`src/rtl/seq_div16_if.sv`:
```
// Handshake and result bundle for the 16-bit sequential divider.
// The master drives requests; the slave (divider) returns status and results.
interface seq_div16_if;
    logic        start;
    logic [15:0] a;
    logic [15:0] b;
    logic        busy;
    logic        done;
    logic [15:0] q;
    logic [15:0] r;
    logic        divzero;

    modport master (output start, a, b, input busy, done, q, r, divzero);
    modport slave  (input start, a, b, output busy, done, q, r, divzero);
endinterface

```
`src/rtl/seq_div16.sv`:
```
// 16-bit unsigned restoring divider: one quotient bit per clock, MSB first,
// 16-cycle latency, single-cycle done pulse and divide-by-zero shortcut.
module seq_div16 (
    input  logic        clk,
    input  logic        rst,
    seq_div16_if.slave  bus
);
    typedef enum logic [1:0] {IDLE, RUN, DONE} state_t;

    state_t      state, state_nxt;
    logic [15:0] dvd;      // dividend shifts out MSB first, quotient bits shift in
    logic [15:0] dvs;
    logic [16:0] rem;
    logic [3:0]  cnt;
    logic [15:0] q_reg, r_reg;
    logic        dz_reg;

    logic        accept;
    logic        last;
    logic [17:0] shifted;
    logic [17:0] trial;
    logic        qbit;
    logic [16:0] rem_nxt;

    assign accept = bus.start && (state != RUN);
    assign last   = (cnt == 4'd15);

    // Widened by one bit so the subtraction borrow lands in trial[17].
    assign shifted = {rem, dvd[15]};
    assign trial   = shifted - {2'b00, dvs};
    assign qbit    = ~trial[17];
    assign rem_nxt = qbit ? trial[16:0] : shifted[16:0];

    // NOTE: sequential state uses non-blocking assignments so every flop
    // samples the pre-edge values, independent of process ordering.
    always_ff @(posedge clk or posedge rst) begin
        if (rst) state <= IDLE;
        else     state <= state_nxt;
    end

    // NOTE: default assignment first so no path leaves state_nxt unassigned
    // (which would infer a latch).
    always_comb begin
        state_nxt = state;
        case (state)
            IDLE:    if (bus.start) state_nxt = RUN;
            RUN:     if (dvs == 16'd0 || last) state_nxt = DONE;
            DONE:    state_nxt = bus.start ? RUN : IDLE;
            default: state_nxt = IDLE;
        endcase
    end

    always_comb begin
        bus.busy    = (state == RUN);
        bus.done    = (state == DONE);
        bus.q       = q_reg;
        bus.r       = r_reg;
        bus.divzero = dz_reg;
    end

    always_ff @(posedge clk or posedge rst) begin
        if (rst) begin
            dvd    <= '0;
            dvs    <= '0;
            rem    <= '0;
            cnt    <= '0;
            q_reg  <= '0;
            r_reg  <= '0;
            dz_reg <= 1'b0;
        end else if (accept) begin
            dvd    <= bus.a;
            dvs    <= bus.b;
            rem    <= '0;
            cnt    <= '0;
            dz_reg <= 1'b0;
        end else if (state == RUN) begin
            if (dvs == 16'd0) begin
                q_reg  <= 16'hFFFF;
                r_reg  <= dvd;
                dz_reg <= 1'b1;
            end else begin
                dvd <= {dvd[14:0], qbit};
                rem <= rem_nxt;
                cnt <= cnt + 4'd1;
                if (last) begin
                    q_reg <= {dvd[14:0], qbit};
                    r_reg <= rem_nxt[15:0];
                end
            end
        end
    end
endmodule

```
`src/flat_wrapper.sv`:
```
// flat-port wrapper written by rule: the top's interface ports become plain ports
module seq_div16_flat 
  (clk, rst, bus_start, bus_a, bus_b, bus_busy, bus_done, bus_q, bus_r, bus_divzero);
  seq_div16_if bus_i ();
  input  logic clk;
  input  logic rst;
  input wire logic [$bits(bus_i.start)-1:0] bus_start;
  input wire logic [$bits(bus_i.a)-1:0] bus_a;
  input wire logic [$bits(bus_i.b)-1:0] bus_b;
  output wire logic [$bits(bus_i.busy)-1:0] bus_busy;
  output wire logic [$bits(bus_i.done)-1:0] bus_done;
  output wire logic [$bits(bus_i.q)-1:0] bus_q;
  output wire logic [$bits(bus_i.r)-1:0] bus_r;
  output wire logic [$bits(bus_i.divzero)-1:0] bus_divzero;
  assign bus_i.start = bus_start;
  assign bus_i.a = bus_a;
  assign bus_i.b = bus_b;
  assign bus_busy = bus_i.busy;
  assign bus_done = bus_i.done;
  assign bus_q = bus_i.q;
  assign bus_r = bus_i.r;
  assign bus_divzero = bus_i.divzero;
  seq_div16 u_core (.clk(clk), .rst(rst), .bus(bus_i));
endmodule
```
`config.mk`:
```
export PLATFORM = sky130hd
export DESIGN_NAME = seq_div16_flat
export DESIGN_NICKNAME = d
export VERILOG_FILES = /design/src/rtl/seq_div16_if.sv /design/src/rtl/seq_div16.sv /design/src/flat_wrapper.sv
export SDC_FILE = /design/constraint.sdc
export NUM_CORES = 1
export LEC_CHECK = 0
export CORE_UTILIZATION = 30
export CTS_BUF_LIST = sky130_fd_sc_hd__clkbuf_8
export DETAILED_ROUTE_END_ITERATION = 8
export DONT_BUFFER_PORTS = 1
export PLACE_DENSITY = 0.51
export SLEW_MARGIN = 25
export SYNTH_ARGS = -nofsm -noshare
export SYNTH_HDL_FRONTEND = slang
export SYNTH_SLANG_ARGS = --single-unit
```
`constraint.sdc`:
```
create_clock -name clk -period 2.35 [get_ports clk]
set_input_delay 0.1175 -clock clk [delete_from_list [all_inputs] [get_ports clk]]
set_output_delay 0.1175 -clock clk [all_outputs]
set_load 0.01 [all_outputs]
```
## After elaboration in Yosys (flattened, before gate mapping)

Cells that the tools add are included.

- Register bits after elaboration: 88
- Output and inout bits: 35
- Logic and storage cells: 51

- Add/subtract/negate cells: 2
- Eq/ne operators: 7
- Muxes and demuxes: 21
- Bitwise logic cells: 2
- Reductions and logical operators: 11

Operator list:

| cell | count |
|---|---|
| $mux 16 | 7 |
| $mux 17 | 4 |
| $sub 18x16->18 | 1 |
| $logic_not 16->1 | 1 |
| $mux 4 | 3 |
| $ne 2x1->1 const B | 3 |
| $pmux 2 s3 | 1 |
| $reduce_and 2->1 | 3 |
| $reduce_bool 2->1 | 3 |
| $add 4x1->4 const B | 1 |
| $eq 4x4->1 const B | 1 |
| $mux 1 | 4 |
| $mux 2 | 2 |
| $reduce_and 3->1 | 1 |
| $eq 2x1->1 const B | 1 |
| $eq 2x2->1 const B | 1 |
| $logic_not 2->1 | 1 |
| $ne 2x2->1 const B | 1 |
| $not 1->1 | 2 |
| $logic_and 1x1->1 | 1 |
| $logic_or 1x1->1 | 1 |

## Logic depth before layout (Yosys ltp)

Gate-level depths: netlist of the first run.

- Depth in word-level cells: 5
- Gate-level depth with buffers: 12

## Worst setup path after synthesis of the first run

No wires, ideal clock.

- Kind: register to register
- Start: reg u_core.rem[3]
- End: reg u_core.r_reg[5] (netlist: u_core.bus.r[5])
- Library setup time: 0.135 ns
- Data arrival time: 2.275 ns
- Data required time: 2.215 ns
- Slack: -0.060 ns
- Cell stages (with the launch flop): 11
- Period minus slack after synthesis: 2.410 ns
- Path through: dfrtp_1 > ha_1 > a21o_1 > a31oi_1 > a21oi_1 > o2111a_1 > nor3_2 > buf_6 > buf_12 > mux2i_1 > o22ai_1

- Longest elaborated chain between the ends: 4

RTL lines:

| element | line | RTL |
|---|---|---|
| start: declaration | seq_div16.sv:13 | `logic [16:0] rem;` |
| start signal: assignment | seq_div16.sv:83 | `rem <= rem_nxt;` |
| $sub 18x16->18 | seq_div16.sv:30 | `assign trial = shifted - {2'b00, dvs};` |
| $mux 17 | seq_div16.sv:32 | `assign rem_nxt = qbit ? trial[16:0] : shifted[16:0];` |
| $mux 16 | seq_div16.sv:85 | `if (last) begin` |
| $mux 16 | seq_div16.sv:77 | `if (dvs == 16'd0) begin` |
| end signal: assignment | seq_div16.sv:79 | `r_reg <= dvd;` |
| end signal: assignment | seq_div16.sv:87 | `r_reg <= rem_nxt[15:0];` |
| end: declaration | seq_div16.sv:15 | `logic [15:0] q_reg, r_reg;` |

No other way between the ends. The select of a mux whose other input is x is not followed.
A chain may end at the register's enable or synchronous reset.

## Worst setup path after layout of the first run

- Start: reg u_core.dvs[14]
- End: reg u_core.r_reg[2] (netlist: u_core.bus.r[2])

- Longest elaborated chain between the ends: 4

RTL lines:

| element | line | RTL |
|---|---|---|
| start: declaration | seq_div16.sv:12 | `logic [15:0] dvs;` |
| start signal: assignment | seq_div16.sv:72 | `dvs <= bus.b;` |
| $sub 18x16->18 | seq_div16.sv:30 |  |
| $mux 17 | seq_div16.sv:32 |  |
| $mux 16 | seq_div16.sv:85 |  |
| $mux 16 | seq_div16.sv:77 |  |

Parallel ways exist; a longest one is shown, timed or not. The select of a mux whose other input is x is not followed.

==> run_results.csv, run 1 <==
group,metric,value,unit
die,core,0.0151,mm2
cells_and_area,fill_cells,1465,
drt,wl_per_cell,16.6,um
die,die_h,126,um
clocking,numCtsBuffers,9,
run,cap_violations,0,
worst_hold_path,min_path_type,"in -> async",
placement,dpl-instance-area,0.00565,mm2
worst_setup_path,start_kind,"register",
yosys,avgSynthCellArea,9.05,um2
global_routing,antenna_found_initial,0,
drt,first_iter_violations,291,
yosys,syn-cell-area,0.00464,mm2
yosys,synth_edf_count,0,
global_routing,track_usage,18.2,%
die,start_util,30.6,%
outcome,status,"complete, but fails checks",
global_routing,grt_remaining_overflow,0,
worst_setup_path,endpoint_kind,"register",
clocking,cts_tree,"yes",
yosys,async_flop_share,100,%
placement,hpwlAfterDp,10200,um
worst_setup_path,reg2reg_slack,-0.21,ns
cells_and_area,syn2layout_area_growth,46.2,%
worst_setup_path,required,2.61,ns
cells_and_area,finalNetCount,709,
drt,viasPerCell,5.10,
drt,wl,14100,um
sta,grt_setup_unrepaired,"yes",
yosys,ys_seq_elements,88,
cells_and_area,final_common_cell,"buf_4",
cells_and_area,most-common-layout-cells,"buf_4 (116), nand2_1 (98), dfrtp_1 (86), o21ai_1 (50), dlygate4sd3_1 (34)",
sta,hold_viol,0,
die,dieArea,0.0160,mm2
yosys,syn_nets,566,
drt,route.vias.total,4329,
die,io_pins,70,
yosys,ys_seq_area_share,47.4,%
clocking,insertion_delay,0.38,ns
cells_and_area,finish.utilization,44.8,%
global_routing,grt_pass1_vias,4432,
cells_and_area,layout.cells.non_filler,849,
worst_setup_path,crit_type,"reg -> reg",
clocking,clockBufferDepth,2,
outcome,violations,"negative setup slack",
sta,tightest_slew,0.717,ns
clocking,clock-root-buffer,"clkbuf_8",
worst_setup_path,cp.arrival,2.82,ns
yosys,synthFlopType,"dfrtp_1",
cells_and_area,num_antenna_cells,0,
placement,portBuffers,0,
drt,drcViolationCount,0,
drt,drt-pass1-iter-count,5,
clocking,clk_pin_slew,0.10,ns
die,rows,45,
sta,fmax,391,MHz
placement,dp_cells,780,
sta,fin_crit_sh,109,%
clocking,cts_sinks,88,
drt,ant_nets,0,
worst_setup_path,crit_path_max_fanout,6,
cells_and_area,max_flop_register,"u_core.rem",
cells_and_area,drive_gt1_share,33.1,%
yosys,yosysUniqueCellTypes,55,
cells_and_area,fin_area,0.00679,mm2
sta,fin_crit,2.56,ns
sta,setup_viol,34,
yosys,synth_warnings,0,
yosys,synthCells,513,
die,die_width,126,um
clocking,htreeDepth,3,
global_routing,grt_start_max_net_pins,51,
cells_and_area,largest_reg_flops,17,
sta,skew,0.0154,ns
global_routing,grt_pass1_wl,22700,um
sta,maxSlewHeadroom,52.1,%
worst_setup_path,ff2ff_path_depth,11,
sta,finalMaxSlewViolations,0,
sta,finalWorstSetupSlack,-0.209,ns
placement,routabilityCongestion,0.829,
## final timing paths
kind                                   end            from
setup / recovery           u_core.bus.r[2]  u_core.dvs[14]
hold / removal               u_core.dvd[1]             rst
setup reg to reg           u_core.bus.r[2]  u_core.dvs[14]
hold reg to reg              u_core.cnt[2]   u_core.cnt[2]
max in group asynchronous    u_core.rem[3]             rst
min in group clk             u_core.dvs[9]        bus_b[9]
## cell families after synthesis
group,share of synthesized area [%]
simple gates,16.8
xor+xnor,2.45
mux,3.72
buf+inv,4.82
flops,47.4
fa+ha+maj,5.01
compound gates,19.7
## synthesized netlist by cell type, types with 2 or more instances
| library cell | instances | area (um2) |
|---|---|---|
| o21ai_0 | 7 | 35.0 |
| clkbuf_1 | 22 | 82.6 |
| a32oi_1 | 2 | 17.5 |
| buf_2 | 4 | 20.0 |
| a31oi_1 | 5 | 31.3 |
| nand4_1 | 3 | 18.8 |
| dfrtp_1 | 88 | 2200 |
| nand2b_1 | 2 | 12.5 |
| nand2_1 | 99 | 372 |
| xor2_1 | 3 | 26.3 |
| nor2b_1 | 4 | 25.0 |
| and3_1 | 6 | 37.5 |
| ha_1 | 17 | 213 |
| o21bai_1 | 2 | 15.0 |
| inv_1 | 22 | 82.6 |
| o211ai_1 | 2 | 15.0 |
| or2_1 | 2 | 12.5 |
| mux2i_1 | 15 | 150 |
| a21oi_1 | 25 | 125 |
| nor4_1 | 5 | 31.3 |
| inv_2 | 2 | 7.51 |
| a22oi_1 | 16 | 120 |
| o21ai_1 | 53 | 265 |
| nand3_1 | 23 | 115 |
| xnor2_1 | 10 | 87.6 |
| a21oi_2 | 2 | 17.5 |
| a31o_1 | 2 | 17.5 |
| nor2_1 | 27 | 101 |
| o22ai_1 | 13 | 81.3 |
| a21o_1 | 5 | 37.5 |
## worst max-delay path: stages (launching register included)
cell and delay [ns]:
dfrtp_1 0.41, inv_2 0.09, ha_4 0.20, a21o_1 0.17
a211o_1 0.35, buf_4 0.16, o31ai_2 0.36, nor3_4 0.07
buf_6 0.14, buf_12 0.13, mux2i_2 0.24, o22ai_1 0.13
## layout make-up
type                    count  area, um2  area share, %
clock inverters             6       43.8          0.645
well taps                 188        235           3.47
clock buffers              10        138           2.03
repair buffers            160       1350           19.9
inverters                  24       93.8           1.38
flip-flops and latches     88       2200           32.5
multi-input cells         373       2720           40.1
## metal layers
layer / GRT usage [%] / routed length [um] / vias to the layer above
li1: - / - / 2102
met5: 0 / 0 / -
met3: 3.29 / 573 / 20
met4: 8.29 / 337 / 0
met2: 31.1 / 7100 / 82
met1: 22.5 / 6080 / 2125
## repair_timing
action	CTS	global route
pin swaps	24	8
endpoints found under the setup margin	34	38
endpoints found under the hold margin	100	0
setup buffers	14	8
hold buffers	34	0
resized for setup	70	26
gates cloned	1	0
## metrics by stage
stage / worst slack (ns) / hold slack (ns) / setup TNS (ns)
final: -0.209 / 0.216 / -5.53
after global placement: -0.240 / 0.0116 / -5.49
after global routing: -0.290 / 0.230 / -7.90
after floorplan: -0.0171 / 0.223 / -0.0443
after CTS: -0.151 / 0.208 / -3.75
after detailed placement: -0.272 / 0.0135 / -7.16
Power of run 1 is left out: the tool's default activity adds up to more than one toggle a clock period on the data nets, which glitch-free logic cannot reach.
==> inputs of run 2 (changes only) <==
--- a/config.mk
+++ b/config.mk
@@ -5,11 +5,12 @@
 export SDC_FILE = /design/constraint.sdc
 export NUM_CORES = 1
 export LEC_CHECK = 0
-export CORE_UTILIZATION = 30
+export CORE_UTILIZATION = 29
 export CTS_BUF_LIST = sky130_fd_sc_hd__clkbuf_8
 export DETAILED_ROUTE_END_ITERATION = 8
 export DONT_BUFFER_PORTS = 1
-export PLACE_DENSITY = 0.51
+export PLACE_DENSITY = 0.5
+export RECOVER_POWER = 50
 export SLEW_MARGIN = 25
 export SYNTH_ARGS = -nofsm -noshare
 export SYNTH_HDL_FRONTEND = slang
==> run 2 against run 1 <==
- the flow finishes with violations (max-capacitance violations, max-slew violations, negative setup slack)
- core utilization is 1.1 points lower
- critical path depth stayed put
- highest routed layer unchanged
- clock skew is 0.0072 ns lower
- routed wire length hardly changed
- hold slack better by 0.19 ns
==> run_results.csv, run 2 (same netlist as run 1, synthesis figures left out) <==
group,metric,value,unit
sta,hold_viol,0,
worst_setup_path,reg2reg_slack,-0.20,ns
worst_setup_path,crit_type,"reg -> reg",
global_routing,grt_remaining_overflow,0,
die,core,0.0154,mm2
worst_setup_path,crit_path_max_fanout,6,
global_routing,grt_pass1_vias,4194,
global_routing,grt_pass1_wl,22300,um
clocking,cts_sinks,88,
worst_setup_path,ff2ff_path_depth,11,
drt,wl_met2,7260,um
sta,skew,0.00822,ns
drt,wl,14100,um
cells_and_area,syn2layout_area_growth,45.4,%
worst_setup_path,r2r-start,"u_core.rem[0]",
clocking,insertion_delay,0.37,ns
drt,ant_nets,0,
outcome,status,"complete, but fails checks",
cells_and_area,register_area,0.00220,mm2
cells_and_area,final_common_cell,"buf_4",
clocking,clockBufferDepth,2,
sta,fin_crit,2.55,ns
worst_hold_path,whs_path_depth,3,
drt,wl_per_cell,16.3,um
outcome,violations,"max-capacitance violations, max-slew violations, negative setup slack",
drt,top_layer_used,"met4",
worst_setup_path,slowest_delay,0.40,ns
worst_setup_path,r2r-end,"u_core.bus.r[11]",
cells_and_area,max_flop_register,"u_core.rem",
sta,fmax,392,MHz
cells_and_area,fill_cells,1540,
die,die_width,129,um
worst_hold_path,min-delay-start,"bus_b[3]",
drt,wl_met3,571,um
worst_setup_path,worst_path_max_delay_cell,"dfrtp_1",
drt,first_iter_violations,223,
drt,drcViolationCount,0,
cells_and_area,most-common-layout-cells,"buf_4 (106), nand2_1 (98), dfrtp_1 (88), o21ai_1 (47), dlygate4sd3_1 (34)",
sta,finalMaxSlewViolations,34,
clocking,numCtsBuffers,9,
cells_and_area,largest_reg_flops,17,
worst_hold_path,hold_end,"u_core.dvs[3]",
worst_setup_path,required,2.61,ns
drt,drt-pass1-iter-count,4,
worst_hold_path,min_path_type,"in -> reg",
placement,hpwlAfterDp,10100,um
sta,grt_setup_unrepaired,"yes",
global_routing,antenna_found_initial,0,
cells_and_area,num_antenna_cells,0,
global_routing,grt_start_max_net_pins,34,
drt,viasPerCell,4.93,
clocking,cts_tree,"yes",
global_routing,track_usage,17.6,%
placement,dpl_worst_slack,-0.237,ns
die,io_pins,70,
die,die_h,129,um
sta,fin_crit_sh,108,%
sta,maxSlewHeadroom,-4.20,%
die,start_util,30.1,%
placement,portBuffers,0,
worst_setup_path,cp.arrival,2.81,ns
sta,tightest_slew,1.55,ns
drt,met1_length,6040,um
sta,setup_viol,34,
die,dieArea,0.0165,mm2
cells_and_area,multi_input_area,0.00270,mm2
worst_setup_path,start_kind,"register",
die,rows,45,
worst_setup_path,path_common_cell,"buf_4",
cells_and_area,finalNetCount,701,
drt,route.vias.total,4261,
run,cap_violations,1,
worst_setup_path,endpoint_kind,"register",
clocking,clk_pin_slew,0.09,ns
cells_and_area,drive_gt1_share,32.0,%
clocking,clock-root-buffer,"clkbuf_8",
worst_setup_path,crit_start,"u_core.rem[0]",
worst_setup_path,crit_chain,"ha_1 > nor2b_2 > o2111ai_2 > a21oi_4 > o2111a_2 > nor3_4 > buf_4 > buf_6 > mux2i_2 > buf_4 > o22ai_2",
clocking,htreeDepth,3,
worst_setup_path,cpLargestDelayFamily,"compound AO/OA/AOI/OAI gates",
worst_setup_path,worst-path-buf-inv,3,
sta,finalWorstSetupSlack,-0.198,ns
placement,routabilityCongestion,0.800,
## run 2: layer usage
layer  track usage [%]  vias up
li1                  -     2081
met1              21.8     2102
met2              30.8       66
met3              3.33       12
met4              6.02        0
met5                 0        -
## run 2: worst reg2reg max path: cells and delay by family (launching register included)
kind | cells | cell delay, ns
flops | 1 | 0.40
compound gates | 4 | 0.73
buf+inv | 3 | 0.43
mux | 1 | 0.23
simple gates | 2 | 0.36
fa+ha+maj | 1 | 0.28
## run 2: area by class of cell
class / instances / share of cell area (%)
sequential: 88 / 32.6
clock buffer: 9 / 1.84
clock inverter: 7 / 1.04
multi-input combinational: 373 / 40.0
timing repair buffer: 152 / 19.2
inverter: 24 / 1.35
tap: 211 / 3.91
## run 2: worst max-delay path by stage
| stage | to | cells past startpoint | slack (ns) |
|---|---|---|---|
| after global routing | u_core.bus.r[11] | 11 | -0.29 |
| after global placement | u_core.bus.r[15] | 9 | -0.26 |
| final | u_core.bus.r[11] | 11 | -0.20 |
| after CTS | u_core.bus.r[0] | 11 | -0.13 |
| after detailed placement | u_core.rem[15] | 9 | -0.24 |
| after floorplan | u_core.bus.r[2] | 12 | -0.02 |
## run 2: through the flow
step | instances | hold WS (ns) | TNS, ns | instance area (um2) | util, %
6_report | 864 | 0.409 | -4.11 | 6750 | 43.7
5_1_grt | 864 | 0.415 | -10.36 | 6750 | 43.7
4_1_cts | 859 | 0.362 | -2.69 | 6630 | 43.0
3_5_place_dp | 795 | 0.164 | -6.16 | 5630 | 36.5
3_3_place_gp | 795 | 0.152 | -5.30 | 5630 | 36.5
2_1_floorplan | 513 | 0.223 | -0.0443 | 4720 | -
## run 2: timing repair
action                     in CTS  in global routing
setup endpoints to repair      34                 35
gates cloned                    1                  0
hold endpoints to repair       65                  0
gates resized for setup        67                 23
setup buffers                  14                  6
pin swaps                      28                 14
hold buffers                   34                  0
Power of run 2 is left out for the same reason.
==> inputs of run 3 (changes only) <==
--- a/config.mk
+++ b/config.mk
@@ -5,12 +5,12 @@
 export SDC_FILE = /design/constraint.sdc
 export NUM_CORES = 1
 export LEC_CHECK = 0
-export CORE_UTILIZATION = 29
+export CORE_UTILIZATION = 49
 export CTS_BUF_LIST = sky130_fd_sc_hd__clkbuf_8
 export DETAILED_ROUTE_END_ITERATION = 8
 export DONT_BUFFER_PORTS = 1
-export PLACE_DENSITY = 0.5
-export RECOVER_POWER = 50
+export PLACE_DENSITY = 0.72
+export RECOVER_POWER = 100
 export SLEW_MARGIN = 25
 export SYNTH_ARGS = -nofsm -noshare
 export SYNTH_HDL_FRONTEND = slang
==> run 3 against run 2 <==
- count of clock-buffer cells in the layout did not move
- flip-flop and latch count did not move
- fmax rose by 1.5%
- critical path depth fell by 1
- hold slack got worse by 0.0025 ns
- the flow still finishes with violations (max-capacitance violations, max-slew violations, negative setup slack)
- non-clock buffer count fell by 33
- final cell count fell by 16%
==> run_results.csv, run 3 (same netlist as run 1, synthesis figures left out) <==
group,metric,value,unit
outcome,status,"complete, but fails checks",
outcome,violations,"max-capacitance violations, max-slew violations, negative setup slack",
cells_and_area,num_antenna_cells,0,
drt,drt-pass1-iter-count,6,
die,die_h,99.3,um
drt,viasPerCell,6.00,
sta,grt_setup_unrepaired,"yes",
worst_setup_path,crit_path_max_fanout,7,
placement,portBuffers,0,
cells_and_area,largest_reg_flops,17,
worst_hold_path,min_path_type,"in -> reg",
sta,finalWorstSetupSlack,-0.162,ns
global_routing,grt_start_max_net_pins,60,
cells_and_area,final_common_cell,"nand2_1",
clocking,cts_sinks,88,
drt,wl_per_cell,18.5,um
clocking,clock-root-buffer,"clkbuf_8",
cells_and_area,drive_gt1_share,26.0,%
die,die_width,99.3,um
global_routing,track_usage,28.2,%
clocking,clk_pin_slew,0.09,ns
sta,skew,0.0144,ns
clocking,cts_tree,"yes",
clocking,clockBufferDepth,2,
drt,drcViolationCount,0,
die,rows,35,
cells_and_area,syn2layout_area_growth,35.0,%
global_routing,grt_pass1_wl,21700,um
die,io_pins,70,
sta,setup_viol,33,
placement,dpl_worst_slack,-0.251,ns
global_routing,grt_remaining_overflow,0,
sta,fin_crit_sh,107,%
worst_setup_path,cp.arrival,2.80,ns
drt,ant_nets,0,
sta,finalSetupTns,-3.88,ns
worst_setup_path,crit_type,"reg -> reg",
placement,hpwlAfterDp,8870,um
cells_and_area,max_flop_register,"u_core.rem",
global_routing,grt_pass1_vias,4374,
drt,first_iter_violations,329,
sta,maxSlewHeadroom,-3.54,%
drt,wl,13500,um
clocking,numCtsBuffers,9,
clocking,htreeDepth,3,
sta,tightest_slew,1.55,ns
sta,fmax,398,MHz
cells_and_area,finalNetCount,668,
die,core,0.00920,mm2
sta,hold_viol,0,
sta,finalMaxSlewViolations,30,
worst_setup_path,endpoint_kind,"register",
drt,route.vias.total,4380,
worst_setup_path,required,2.64,ns
worst_setup_path,start_kind,"register",
placement,routabilityCongestion,0.914,
cells_and_area,fill_cells,693,
run,cap_violations,1,
sta,fin_crit,2.51,ns
die,start_util,50.5,%
die,dieArea,0.00987,mm2
cells_and_area,most-common-layout-cells,"nand2_1 (98), dfrtp_1 (88), buf_4 (78), o21ai_1 (49), dlygate4sd3_1 (34)",
global_routing,antenna_found_initial,0,
clocking,insertion_delay,0.37,ns
==> run 3: cell count changes in the layout (fill, tap and decap cells not counted), moves of 3 or more <==
cell     change
buf_6        -6
a21oi_4      -3
mux2i_4      +3
ha_2         -4
ha_1         +4
inv_2        -3
buf_4       -28
o21ai_2      -3
==> run 3: stage by stage <==
stage | utilization [%] | cells | hold WS (ns) | cell area [um2]
floorplan | - | 513 | 0.223 | 4720
global placement | 58.1 | 672 | 0.103 | 5350
detailed placement | 58.1 | 672 | 0.111 | 5350
CTS | 67.4 | 727 | 0.335 | 6200
global route | 68.1 | 730 | 0.424 | 6260
finish | 68.1 | 730 | 0.407 | 6260
==> run 3: path summary, 6_finish.rpt <==
path                                from              end  slack, ns  depth (start not counted)
max                        u_core.dvs[1]    u_core.rem[0]      -0.16                         10
min                             bus_b[0]    u_core.dvs[0]       0.41                          3
max reg2reg                u_core.dvs[1]    u_core.rem[0]      -0.16                         10
min reg2reg                u_core.cnt[2]    u_core.cnt[2]       0.50                          1
max in group asynchronous            rst   u_core.dvs[10]       0.64                          3
min in group asynchronous            rst  u_core.bus.q[6]       0.76                          3
==> run 3: area by class of cell <==
type | count | area (um2) | share of cell area (%)
clock buffer | 9 | 124 | 1.98
multi-input combinational | 373 | 2610 | 41.6
tap | 111 | 139 | 2.22
inverter | 24 | 93.8 | 1.50
clock inverter | 6 | 93.8 | 1.50
sequential | 88 | 2200 | 35.2
timing repair buffer | 119 | 1000 | 16.0
==> run 3: critical path, stage by stage (launching register included) <==
cell and delay, ns:
dfrtp_1 0.39, inv_1 0.08, ha_1 0.22, nor2b_1 0.16, o2111ai_2 0.25, a21oi_2 0.13, o2111a_2 0.30, nor3_4 0.26
buf_12 0.20, mux2_4 0.33, o21ai_2 0.12
==> run 3: timing repair <==
item,4_1_cts,5_1_grt
gates resized for setup,45,20
buffers inserted,5,4
gates cloned,1,0
hold endpoints to repair,121,0
pin swaps,19,9
hold buffers,34,0
setup endpoints to repair,34,53
==> run 3: per-layer routing <==
metal / part of all wire (%) / wire (um) / GRT usage, % / vias up
met3: 5.9 / 794 / 5.83 / 38
met5: 0 / 0 / 0 / -
li1: - / - / - / 2023
met2: 51 / 6860 / 48.3 / 185
met1: 41 / 5480 / 35.1 / 2134
met4: 2.8 / 375 / 10.7 / 0
Power of run 3 is left out for the same reason.
